$ cat src/rtl/fpu_pkg.sv
// Shared IEEE-754 single-precision field definitions and constants for the FP datapath blocks.
package fpu_pkg;
  localparam int SIGN_W  = 1;
  localparam int EXP_W   = 8;
  localparam int MANT_W  = 23;
  localparam int WORD_W  = SIGN_W + EXP_W + MANT_W;
  localparam int BIAS    = 127;
  localparam int EXP_MAX = 255;
  localparam logic [WORD_W-1:0] QNAN = 32'h7FC0_0000;

  typedef struct packed {
    logic              sign;
    logic [EXP_W-1:0]  exp;
    logic [MANT_W-1:0] mant;
  } fp32_t;
endpackage

$ cat src/rtl/fsub_lzc.sv
// Combinational leading-zero counter over a 24-bit significand; returns 24 for an all-zero input.
module fsub_lzc
  import fpu_pkg::*;
(
  input  logic [MANT_W:0] a,
  output logic [4:0]      cnt
);
  always_comb begin
    cnt = 5'd24;
    for (int i = 0; i <= MANT_W; i++) begin
      if (a[i]) cnt = 5'(MANT_W - i);
    end
  end
endmodule

$ cat src/rtl/fsub.sv
// Single-precision subtractor y = x1 - x2, two-stage pipeline, flush-to-zero, RNE rounding.
module fsub
  import fpu_pkg::*;
(
  input  logic [WORD_W-1:0] x1,
  input  logic [WORD_W-1:0] x2,
  output logic [WORD_W-1:0] y,
  output logic              ovf,
  input  logic              clk,
  input  logic              rstn
);
  localparam logic [EXP_W-1:0]  EXP_INF = EXP_W'(EXP_MAX);
  localparam logic signed [9:0] EXP_TOP = 10'(EXP_MAX);

  // n holds the normalized significand below the hidden bit plus guard/round/sticky.
  function automatic logic [23:0] rne(input logic [25:0] n);
    logic        up;
    logic [22:0] frac;
    up   = n[2] & (n[3] | n[1] | n[0]);
    frac = n[25:3] + 23'(up);
    return {up & (&n[25:3]), frac};
  endfunction

  function automatic logic [32:0] sat_pack(input logic sign, input logic signed [9:0] e,
                                           input logic [22:0] frac, input logic zero);
    if (zero || e < 10'sd1) return '0;
    if (e >= EXP_TOP) return {1'b1, sign, EXP_INF, 23'b0};
    return {1'b0, sign, e[7:0], frac};
  endfunction

  fp32_t       a, b;
  logic        b_sign, a_zero, a_inf, b_zero, b_inf, swap, sub, sticky;
  logic [7:0]  e_diff;
  logic [23:0] sig_big, sig_small;
  logic [26:0] small_ext, shifted, aligned;

  logic        sign_p1_d, sign_p1_q;
  logic [7:0]  exp_p1_d, exp_p1_q;
  logic [27:0] sum_p1_d, sum_p1_q;
  logic        spec_p1_d, spec_p1_q;
  logic [31:0] spec_y_p1_d, spec_y_p1_q;

  // Stage 1: special-operand decode, compare/swap, align, add/subtract
  always_comb begin
    a         = x1;
    b         = x2;
    b_sign    = ~b.sign;
    a_zero    = (a.exp == '0);
    b_zero    = (b.exp == '0);
    a_inf     = (a.exp == EXP_INF);
    b_inf     = (b.exp == EXP_INF);
    swap      = {b.exp, b.mant} > {a.exp, a.mant};
    e_diff    = swap ? (b.exp - a.exp) : (a.exp - b.exp);
    sig_big   = {1'b1, swap ? b.mant : a.mant};
    sig_small = {1'b1, swap ? a.mant : b.mant};
    small_ext = {sig_small, 3'b000};
    shifted   = small_ext >> e_diff;
    if (e_diff >= 8'd27) sticky = 1'b1;
    else                 sticky = |(small_ext & ((27'd1 << e_diff[4:0]) - 27'd1));
    aligned   = {shifted[26:1], shifted[0] | sticky};
    sub       = a.sign ^ b_sign;
    sum_p1_d  = sub ? ({1'b0, sig_big, 3'b000} - {1'b0, aligned})
                    : ({1'b0, sig_big, 3'b000} + {1'b0, aligned});
    sign_p1_d = swap ? b_sign : a.sign;
    exp_p1_d  = swap ? b.exp : a.exp;

    spec_p1_d   = a_inf | b_inf | a_zero | b_zero;
    spec_y_p1_d = '0;
    if (a_inf && b_inf)   spec_y_p1_d = (a.sign != b_sign) ? QNAN : {a.sign, EXP_INF, 23'b0};
    else if (a_inf)       spec_y_p1_d = {a.sign, EXP_INF, 23'b0};
    else if (b_inf)       spec_y_p1_d = {b_sign, EXP_INF, 23'b0};
    else if (a_zero && b_zero) spec_y_p1_d = {a.sign & b_sign, 31'b0};
    else if (a_zero)      spec_y_p1_d = {b_sign, x2[30:0]};
    else if (b_zero)      spec_y_p1_d = x1;
  end

  always_ff @(posedge clk or posedge rstn) begin
    if (rstn) begin
      sign_p1_q   <= 1'b0;
      exp_p1_q    <= '0;
      sum_p1_q    <= '0;
      spec_p1_q   <= 1'b0;
      spec_y_p1_q <= '0;
    end else begin
      sign_p1_q   <= sign_p1_d;
      exp_p1_q    <= exp_p1_d;
      sum_p1_q    <= sum_p1_d;
      spec_p1_q   <= spec_p1_d;
      spec_y_p1_q <= spec_y_p1_d;
    end
  end

  logic               carry;
  logic [4:0]         lz, shamt;
  logic [26:0]        pre_norm, norm;
  logic signed [9:0]  exp_n, exp_r;
  logic [23:0]        rnd;
  logic [32:0]        packed_res;
  logic [31:0]        y_p2_d, y_p2_q;
  logic               ovf_p2_d, ovf_p2_q;

  fsub_lzc u_lzc (
    .a   (sum_p1_q[26:3]),
    .cnt (lz)
  );

  // Stage 2: normalize (carry right-shift or LZC left-shift), round, pack, overflow
  always_comb begin
    carry      = sum_p1_q[27];
    pre_norm   = carry ? {sum_p1_q[27:2], sum_p1_q[1] | sum_p1_q[0]} : sum_p1_q[26:0];
    shamt      = carry ? 5'd0 : lz;
    norm       = pre_norm << shamt;
    exp_n      = $signed({2'b00, exp_p1_q}) + $signed({9'd0, carry}) - $signed({5'd0, shamt});
    rnd        = rne(norm[25:0]);
    exp_r      = exp_n + $signed({9'd0, rnd[23]});
    packed_res = sat_pack(sign_p1_q, exp_r, rnd[22:0], ~norm[26]);
    y_p2_d     = spec_p1_q ? spec_y_p1_q : packed_res[31:0];
    ovf_p2_d   = spec_p1_q ? 1'b0 : packed_res[32];
  end

  always_ff @(posedge clk or posedge rstn) begin
    if (rstn) begin
      y_p2_q   <= '0;
      ovf_p2_q <= 1'b0;
    end else begin
      y_p2_q   <= y_p2_d;
      ovf_p2_q <= ovf_p2_d;
    end
  end

  assign y   = y_p2_q;
  assign ovf = ovf_p2_q;
endmodule

$ cat config.mk
export PLATFORM = sky130hd
export DESIGN_NAME = fsub
export DESIGN_NICKNAME = d
export VERILOG_FILES = /design/src/rtl/fpu_pkg.sv /design/src/rtl/fsub_lzc.sv /design/src/rtl/fsub.sv
export SDC_FILE = /design/constraint.sdc
export NUM_CORES = 1
export LEC_CHECK = 0
export CORE_UTILIZATION = 30
export CTS_BUF_LIST = sky130_fd_sc_hd__clkbuf_8 sky130_fd_sc_hd__clkbuf_16
export DETAILED_ROUTE_END_ITERATION = 8
export GPL_TIMING_DRIVEN = 1
export PLACE_DENSITY = 0.43
export SETUP_SLACK_MARGIN = 0.05
export SLEW_MARGIN = 20
export SYNTH_ARGS = -nofsm -noshare
export SYNTH_HDL_FRONTEND = slang
export SYNTH_SLANG_ARGS = --single-unit
$ cat constraint.sdc
create_clock -name clk -period 8.6 [get_ports clk]
set_input_delay 1.29 -clock clk [delete_from_list [all_inputs] [get_ports clk]]
set_output_delay 1.29 -clock clk [all_outputs]
set_load 0.02 [all_outputs]
==> impl_metrics.csv <==
group,metric,value,unit
clock_tree,postCtsHoldBufs,0,
worst_setup_path,critPathLaunchType,"input port",
timing,worst_pin_slew,1038,ps
clock_tree,cts_max_level,3,
worst_setup_path,r2r_cells,29,
run,maxCapViolCount,0,
synth,synth.avg_cell_area,7.344,sq um
timing,holdWs,462.3,ps
pwr,leakagePower,0.007743,uW
synth,syn_area,0.01355,sq mm
timing,slew_violations,0,
run_status,status,"completed",
synth,synth-edff-count,0,
clock_tree,clock-sinks,103,
layout,final_cell_area,0.01726,sq mm
route,drt-pass1-iter-count,6,
layout,syn2layout_area_growth,27.35,%
placement,gp_congestion,0.9690,
timing,setup_viol,0,
global_routing,grt.total_usage,26.61,%
clock_tree,cts_buffer_depth,2,
synth,yosysSeqAreaShare,19.02,%
route,first_iter_violations,1319,
timing,maxSlewHeadroom,30.07,%
synth,synthCells,1845,
timing,rsz0062_at_grt,"false",
worst_setup_path,reg2reg_to,"y[0]",
worst_setup_path,timing.rr.start,"sum_p1_q[3]",
timing,finClkSkew,15.91,ps
die,die_h,214.5,um
worst_setup_path,r2r_setup_slack,1180,ps
clock_tree,clk_pin_slew,80,ps
timing,period_share,92.94,%
die,core,0.04441,sq mm
placement,io_buffers,98,
route,ant_nets,0,
clock_tree,cts_tree,"yes",
worst_setup_path,path_class,"input port to flip-flop",
clock_tree,clk_latency,370,ps
synth,synthFlopType,"dfrtp_1",
worst_setup_path,worstPathRequired,8890,ps
layout,diodes,0,
layout,fin_nets,2265,
min_path,hold_depth,2,
timing,post-route-min-period,7992,ps
min_path,hp-class,"flip-flop to flip-flop",
route,finalWirelength,61610,um
clock_tree,clockRootBuffer,"clkbuf_16",
layout,postLayoutCoreUtil,38.85,%
worst_setup_path,max_stage_delay,480,ps
die,boundaryPins,99,
die,initial_core_util,30.51,%
synth,async_reset_ff_share,100.0,%
timing,fmax,0.1251,GHz
die,die_x,214.5,um
synth,yosys_warnings,0,
timing,fin_tns_setup,0,ps
synth,yosys_register_bits,103,
clock_tree,cts_buffers,9,
worst_setup_path,cp-end-kind,"flip-flop",
worst_setup_path,crit_arrival,8280,ps
worst_setup_path,crit_path_end,"sum_p1_q[25]",
global_routing,antenna_found_initial,0,
placement,post_dp_cell_area,0.01685,sq mm
global_routing,globalRouteOverflowTotal,0,
worst_setup_path,cpMaxStageDelayCell,"clkdlybuf4s50_1",
timing,finalHoldViolCount,0,
route,routed_via_density,5.665,
worst_setup_path,crit_fanout,7,
synth,synthesis.nets,2016,
route,num_vias,15250,
synth,synthDistinctLibCells,93,
global_routing,grt_pass1_wl,93780,um
placement,dp_hpwl,51010,um
layout,drive_above_1_share,17.82,%
route,route.detailed.drc,0,
worst_setup_path,worstSetupStartpoint,"x1[16]",
route,wl_per_cell,22.90,um
global_routing,first_global_vias,15160,
global_routing,grt_start_max_net_pins,63,
die,dieArea,0.04602,sq mm
pwr,vdd_drop_max,135.7,uV
pwr,pwr_density_cell,204.8,mW/mm^2
pwr,p_total,3534,uW
die,core.rowCount,77,
## power by group
group	switching (uW)	internal [uW]	leakage, uW
clock	218	211	0.000154
sequential	113	597	0.00131
combinational	1410	989	0.00628
## layer usage
layer / share of wire (%) / wire length (um) / track usage [%] / vias up
met5: 0 / 0 / 0 / -
met4: 4.9 / 3042 / 12.76 / 0
met3: 5.3 / 3270 / 3.262 / 128
met2: 47 / 28710 / 44.62 / 565
met1: 43 / 26590 / 33.78 / 7301
li1: - / - / - / 7251
## worst max-delay path: cells and delay by family
kind / cells / cell delay, ps
AND/OR/NAND/NOR: 7 / 920
AO/OA/AOI/OAI: 19 / 3470
XOR/XNOR: 1 / 140
buffers and inverters: 7 / 1140
multiplexers: 2 / 370
adder cells (fa/ha/maj): 3 / 910
## worst min-delay path by stage
stage	from	endpoint	slack, ps
floorplan	spec_y_p1_q[10]	y[10]	420
global placement	spec_y_p1_q[10]	y[10]	450
detailed placement	spec_y_p1_q[23]	y[23]	460
CTS	spec_y_p1_q[10]	y[10]	460
global route	spec_y_p1_q[7]	y[7]	500
finish	spec_y_p1_q[10]	y[10]	460
## cells in the mapped netlist, drive strengths merged, types with 17 or more instances
| cell type | instances | area [sq um] |
|---|---|---|
| nor2b | 19 | 118.9 |
| a22oi | 28 | 210.2 |
| a22o | 22 | 192.7 |
| clkbuf | 93 | 349.1 |
| xor2 | 27 | 236.5 |
| inv | 116 | 435.4 |
| a21oi | 133 | 669.4 |
| nand3 | 59 | 300.3 |
| xnor2 | 24 | 210.2 |
| ha | 100 | 1251 |
| a31oi | 31 | 193.9 |
| o21ai | 162 | 818.3 |
| dfrtp | 103 | 2577 |
| nor2 | 197 | 749.5 |
| nor4 | 26 | 177.7 |
| a21o | 29 | 217.7 |
| o21bai | 17 | 127.6 |
| nand4 | 19 | 125.1 |
| buf | 34 | 155.1 |
| nor3 | 38 | 201.5 |
| o211ai | 21 | 162.6 |
| mux2i | 69 | 690.7 |
| and3 | 17 | 106.4 |
| a211oi | 35 | 262.8 |
| nand2 | 183 | 686.9 |
## kinds of logic after synthesis
kind of cell,share of synthesized area [%]
and+or+nand+nor,21.63
AOI/OAI and AO/OA,29.97
buffers and inverters,7.027
adders and majority gates,9.973
DFF,19.02
muxes,9.087
xor gates and xnor gates,3.297
## sequential cells by signal, summed over array words and instances, names as in the netlist
register / cells
sign_p1_q: 1
ovf: 1
spec_p1_q: 1
exp_p1_q: 8
sum_p1_q: 28
spec_y_p1_q: 32
y: 32
## cell type report
type | count | area (sq um)
clock buffers | 9 | 225.2
clock inverters | 7 | 93.84
fillers | 4671 | 27160
inverters | 117 | 441.7
multi-input cells | 1497 | 10080
flip-flops and latches | 103 | 2577
well taps | 592 | 740.7
repair buffers | 366 | 3093
## stage by stage
step | std cells | setup WS, ps
4_1_cts | 2685 | 191.8
3_3_place_gp | 2669 | -188.8
6_report | 2691 | 607.5
5_1_grt | 2691 | 40.67
3_5_place_dp | 2669 | -345.9
2_1_floorplan | 1845 | 351.1
## cell usage in the layout (no fill, tap or decap), types with 18 or more instances in the layout
cell,instances
nor2_1,195
ha_1,98
o21ai_0,147
inv_1,114
nand2_1,182
a22o_1,22
nor2b_1,19
dfrtp_1,103
xor2_1,27
mux2i_1,69
nor3_1,37
a211oi_1,34
nor4_1,24
a22oi_1,28
buf_4,260
clkdlybuf4s50_1,98
a31oi_1,31
a21oi_1,130
xnor2_1,24
nand4_1,18
o211ai_1,20
a21o_1,29
nand3_1,58
## repair_timing
action                                  in CTS  in global routing
pin swaps                                    0                  2
resized for setup                            1                 13
setup buffers                                0                  6
endpoints found under the setup margin       1                  4
(Power assumes the default switching activity.)
